[src/rtl/multicycle_controller.sv]
// Multi-cycle processor control FSM: sequences fetch/decode/execute/memory/write-back
// strobes for the datapath, stalls on memory handshakes and counts retired instructions.
module multicycle_controller (
  input  logic        clock,
  input  logic        reset,
  input  logic [5:0]  opcode,
  input  logic [5:0]  funct,
  input  logic        zero,
  input  logic        mem_ready,
  output logic        pc_write,
  output logic [1:0]  pc_src,
  output logic        ir_write,
  output logic        reg_dst,
  output logic        reg_write,
  output logic        alu_src,
  output logic [1:0]  alu_op,
  output logic        mem_to_reg,
  output logic        mem_re,
  output logic        mem_we,
  output logic [1:0]  mem_size,
  output logic        illegal,
  output logic [3:0]  state,
  output logic [31:0] instret
);

  localparam logic [3:0] S_START   = 4'd0;
  localparam logic [3:0] S_FETCH   = 4'd1;
  localparam logic [3:0] S_DECODE  = 4'd2;
  localparam logic [3:0] S_EXEC_R  = 4'd3;
  localparam logic [3:0] S_WB_R    = 4'd4;
  localparam logic [3:0] S_EXEC_I  = 4'd5;
  localparam logic [3:0] S_WB_I    = 4'd6;
  localparam logic [3:0] S_ADDR    = 4'd7;
  localparam logic [3:0] S_MEM_RD  = 4'd8;
  localparam logic [3:0] S_WB_MEM  = 4'd9;
  localparam logic [3:0] S_MEM_WR  = 4'd10;
  localparam logic [3:0] S_BRANCH  = 4'd11;
  localparam logic [3:0] S_JUMP    = 4'd12;
  localparam logic [3:0] S_ILLEGAL = 4'd13;

  logic [3:0]  r_state;
  logic [5:0]  r_op_q;
  logic [31:0] r_instret;
  logic [3:0]  w_next;
  logic        w_retire;
  logic        w_is_load;
  logic        w_byte;
  logic [1:0]  w_size;
  logic        w_unused_funct;

  // funct is consumed by the ALU decoder, not by this FSM
  assign w_unused_funct = ^funct;

  assign w_is_load = (r_op_q == 6'h23) || (r_op_q == 6'h20);
  assign w_byte    = (r_op_q == 6'h20) || (r_op_q == 6'h28);
  assign w_size    = w_byte ? 2'b00 : 2'b10;

  // Every return to FETCH retires an instruction, except the skip after ILLEGAL
  assign w_retire = (w_next == S_FETCH) && (r_state != S_START) && (r_state != S_ILLEGAL);

  always_ff @(posedge clock or negedge reset) begin
    if (!reset) begin
      r_state   <= S_START;
      r_op_q    <= 6'd0;
      r_instret <= 32'd0;
    end else begin
      r_state <= w_next;
      if (r_state == S_DECODE) r_op_q <= opcode;
      if (w_retire) r_instret <= r_instret + 32'd1;
    end
  end

  always_comb begin
    w_next = S_START;
    case (r_state)
      S_START:  w_next = S_FETCH;
      S_FETCH:  w_next = S_DECODE;
      S_DECODE: begin
        case (opcode)
          6'h00:                                w_next = S_EXEC_R;
          6'h08, 6'h09, 6'h0A, 6'h0C, 6'h0D:    w_next = S_EXEC_I;
          6'h23, 6'h20, 6'h2B, 6'h28:           w_next = S_ADDR;
          6'h04, 6'h05:                         w_next = S_BRANCH;
          6'h02:                                w_next = S_JUMP;
          default:                              w_next = S_ILLEGAL;
        endcase
      end
      S_EXEC_R:  w_next = S_WB_R;
      S_WB_R:    w_next = S_FETCH;
      S_EXEC_I:  w_next = S_WB_I;
      S_WB_I:    w_next = S_FETCH;
      S_ADDR:    w_next = w_is_load ? S_MEM_RD : S_MEM_WR;
      S_MEM_RD:  w_next = mem_ready ? S_WB_MEM : S_MEM_RD;
      S_WB_MEM:  w_next = S_FETCH;
      S_MEM_WR:  w_next = mem_ready ? S_FETCH : S_MEM_WR;
      S_BRANCH:  w_next = S_FETCH;
      S_JUMP:    w_next = S_FETCH;
      S_ILLEGAL: w_next = S_FETCH;
      default:   w_next = S_START;
    endcase
  end

  always_comb begin
    pc_write   = 1'b0;
    pc_src     = 2'b00;
    ir_write   = 1'b0;
    reg_dst    = 1'b0;
    reg_write  = 1'b0;
    alu_src    = 1'b0;
    alu_op     = 2'b00;
    mem_to_reg = 1'b0;
    mem_re     = 1'b0;
    mem_we     = 1'b0;
    mem_size   = 2'b00;
    illegal    = 1'b0;
    case (r_state)
      S_FETCH: begin
        ir_write = 1'b1;
        pc_write = 1'b1;
      end
      S_EXEC_R: alu_op = 2'b10;
      S_WB_R: begin
        alu_op    = 2'b10;
        reg_dst   = 1'b1;
        reg_write = 1'b1;
      end
      S_EXEC_I: begin
        alu_src = 1'b1;
        alu_op  = 2'b11;
      end
      S_WB_I: begin
        alu_src   = 1'b1;
        alu_op    = 2'b11;
        reg_write = 1'b1;
      end
      S_ADDR: begin
        alu_src  = 1'b1;
        mem_size = w_size;
      end
      // Address strobes stay up through wait cycles so the address stays stable
      S_MEM_RD: begin
        alu_src  = 1'b1;
        mem_re   = 1'b1;
        mem_size = w_size;
      end
      S_WB_MEM: begin
        reg_write  = 1'b1;
        mem_to_reg = 1'b1;
        mem_size   = w_size;
      end
      S_MEM_WR: begin
        alu_src  = 1'b1;
        mem_we   = 1'b1;
        mem_size = w_size;
      end
      S_BRANCH: begin
        alu_op   = 2'b01;
        pc_src   = 2'b01;
        pc_write = (r_op_q == 6'h05) ? ~zero : zero;
      end
      S_JUMP: begin
        pc_src   = 2'b10;
        pc_write = 1'b1;
      end
      S_ILLEGAL: illegal = 1'b1;
      default: ;
    endcase
  end

  assign state   = r_state;
  assign instret = r_instret;

endmodule

[config.mk]
export PLATFORM = sky130hd
export DESIGN_NAME = multicycle_controller
export DESIGN_NICKNAME = d
export VERILOG_FILES = /design/src/rtl/multicycle_controller.sv
export SDC_FILE = /design/constraint.sdc
export NUM_CORES = 1
export LEC_CHECK = 0
export ABC_AREA = 1
export BUFFER_PORTS_ARGS = -buffer_cell sky130_fd_sc_hd__buf_2
export CORE_ASPECT_RATIO = 1.4
export CORE_MARGIN = 2
export CORE_UTILIZATION = 59
export DETAILED_ROUTE_END_ITERATION = 8
export PLACE_DENSITY = 0.95
export SLEW_MARGIN = 20
export SYNTH_ARGS = -nofsm -noshare
export SYNTH_HDL_FRONTEND = slang
export SYNTH_SLANG_ARGS = --single-unit
export TNS_END_PERCENT = 50
[constraint.sdc]
create_clock -name clock -period 4.2 [get_ports clock]
set_input_delay 1.05 -clock clock [delete_from_list [all_inputs] [get_ports clock]]
set_output_delay 1.05 -clock clock [all_outputs]
set_load 0.03 [all_outputs]
==> impl_metrics.toml <==
[synthesis]
ys_ff_latch = 42
yosysUniqueCellTypes = 30
syn-num-nets = 453
synth_top_family_by_area = "simple AND/OR/NAND/NOR gates"
async_flop_share_pct = 100
synth_compound_area_share_pct = 3.81
synthAdderAreaFrac_pct = 1.69
yosys-top-cells-area = "dfrtp_1 36%, nand2_1 22%, nor2_1 6.9%"
dominantRegCellSynth = "dfrtp_1"
synth_top_area_share_pct = 35.6
yosys.area_share.simple_pct = 43.6
netlist_top_cells_count = "173 x nand2_1, 54 x nor2_1, 42 x dfrtp_1"
synthCells = 433
syn-cell-area_sq_um = 2950
yosysSeqAreaShare_pct = 35.6
syn_avg_cell_area_sq_um = 6.82
ys_warn_count = 0
synth_most_common_cell = "nand2_1"
synth_edf_count = 0
yosysTopAreaCell = "dfrtp_1"
synthXorXnorAreaFrac_pct = 7.12
synth_mux_area_share_pct = 0

[pwr]
p_leak_nw = 1.82
p_per_area_nw_per_um2 = 508
ir_worst_vdd_mv = 0.629

[setup_path]
critPathArrivalTime_ns = 1.63
end_kind = "primary output"
critPathLaunchType = "register"
cp_max_fo = 5
r2r_setup_slack_ns = 2.27
critPathRequiredTime_ns = 3.15
critical_path_class = "register to primary output"

[timing]
fin_crit_ns = 2.68
slew_headroom_pct = 40.3
skew_ns = 0.00835
setup_viol = 0
finalMaxSlewViolations = 0
whs_ns = 0.539
worstMarginPinSlew_ns = 0.895
tns_ns = 0
hold_viol_final = 0
fin_crit_sh_pct = 63.9
max_freq_mhz = 373
rsz0062_at_grt = "false"

[floorplan]
initial_utilization_pct = 61.0
coreArea_sq_um = 4840
die_width_um = 63.8
fp.dieH_um = 87.7
ios = 67
rows = 30
dieArea_sq_um = 5590

[global_routing]
first_global_vias = 2747
grt_pass1_wl_um = 11700
gr-total-overflow = 0
antenna_found_initial = 0
grt_usage_pct = 26.5
grt_max_degree = 43

[detailed_routing]
routedWlPerCell_um = 12.4
drt_first_pass_iters = 4
routed_wl_um = 6910
dr.first_iter.drc_count = 142
via_per_inst = 5.14
drc = 0
drtAntennaViolNets = 0
vias = 2864

[final_layout]
multi_input_comb_area_sq_um = 1660
fill_cells = 411
fin_nets = 512
ff_latch_area_sq_um = 1050
area_growth_pct = 13.3
n_antenna_cell = 0
final_cell_count_no_fill = 557
drive_above_1_share_pct = 21.5
fin_util_pct = 69.1

[status]
status = "complete, no violations"

[clock_network]
insertion_delay_ns = 0.30
ctsHoldBuffers = 0
cts_sinks = 42
postCtsSetupRepairBufs = 0
tritoncts = "built"
worst_setup_hold_path_clk_slew_ns = 0.08
cts_resized = 0
clk_path_buf_depth = 2
cts_root_buffer = "clkbuf_8"
cts_buffers = 5
h-tree-depth = 2

[place]
io_buffers = 59
gp_congestion = 0.959
dp_hpwl_um = 5440
place_inst = 549

[worst_hold_path]
hp-class = "register to register"

[run]
max_cap_viol_count = 0
## sequential cells by signal (all words and copies together) (netlist names)
register / flops
instret: 32
r_op_q: 6
state: 4
## where the power goes
group          switching [mW]  total, mW  internal (mW)
registers              0.0808      0.551          0.470
clock network           0.144      0.261          0.117
logic                   0.653      0.886          0.233
total                   0.878       1.70          0.820
## cell families after synthesis
family                     Yosys count
buffers and inverters               51
xor gates and xnor gates            24
and+or+nand+nor                    290
adders and majority gates            4
other                                1
DFF                                 42
AOI/OAI and AO/OA                   21
## metal layers
| metal | up-vias | routed length [um] | global-route usage, % |
|---|---|---|---|
| met5 | - | 0 | 0 |
| met4 | 0 | 327 | 17.2 |
| met3 | 26 | 321 | 4.88 |
| met2 | 92 | 3640 | 49.5 |
| met1 | 1300 | 2620 | 26.8 |
| li1 | 1446 | - | - |
## layout by cell type, fill, tap and decap left out, drive strengths merged
cell type,n
xnor2,12
nor3b,2
a21oi,2
clkinvlp,1
nand4,4
nor4,2
nand3,15
xor2,12
nand2,198
o21ai,16
nand3b,3
o22ai,1
nor2,61
ha,4
inv,44
nor3,5
conb,1
buf,59
clkbuf,5
clkinv,2
o211ai,1
dfrtp,42
a31o,1
## stage by stage
step,instance area (sq um),total power [mW],worst slack (ns)
floorplan,2950,1.34,1.04
global placement,3250,1.43,1.57
detailed placement,3250,1.45,1.53
CTS,3340,1.71,1.51
global route,3340,1.81,1.37
finish,3340,1.70,1.52
## critical path, cell delays in order, from the launching register on
cell and delay [ns]:
dfrtp_1 0.45, inv_2 0.07, nor2_2 0.16, nand2_1 0.18
inv_1 0.22, buf_2 0.24
## area by class of cell
| class | count | area share, % |
|---|---|---|
| Multi-Input combinational cell | 340 | 49.7 |
| Sequential cell | 42 | 31.4 |
| Timing Repair Buffer | 59 | 8.83 |
| Inverter | 44 | 4.94 |
| Tap cell | 64 | 2.39 |
| Clock buffer | 5 | 2.06 |
| Clock inverter | 3 | 0.636 |
## final timing paths
check	from	end	depth (start not counted)
min reg2reg	instret[31]	instret[31]	2
max reg2reg	instret[0]	instret[26]	10
min	instret[31]	instret[31]	2
min in group asynchronous	reset	instret[31]	1
max in group asynchronous	reset	instret[20]	1
max	state[0]	illegal	5
Note: power is estimated with default switching activity, not from simulation.
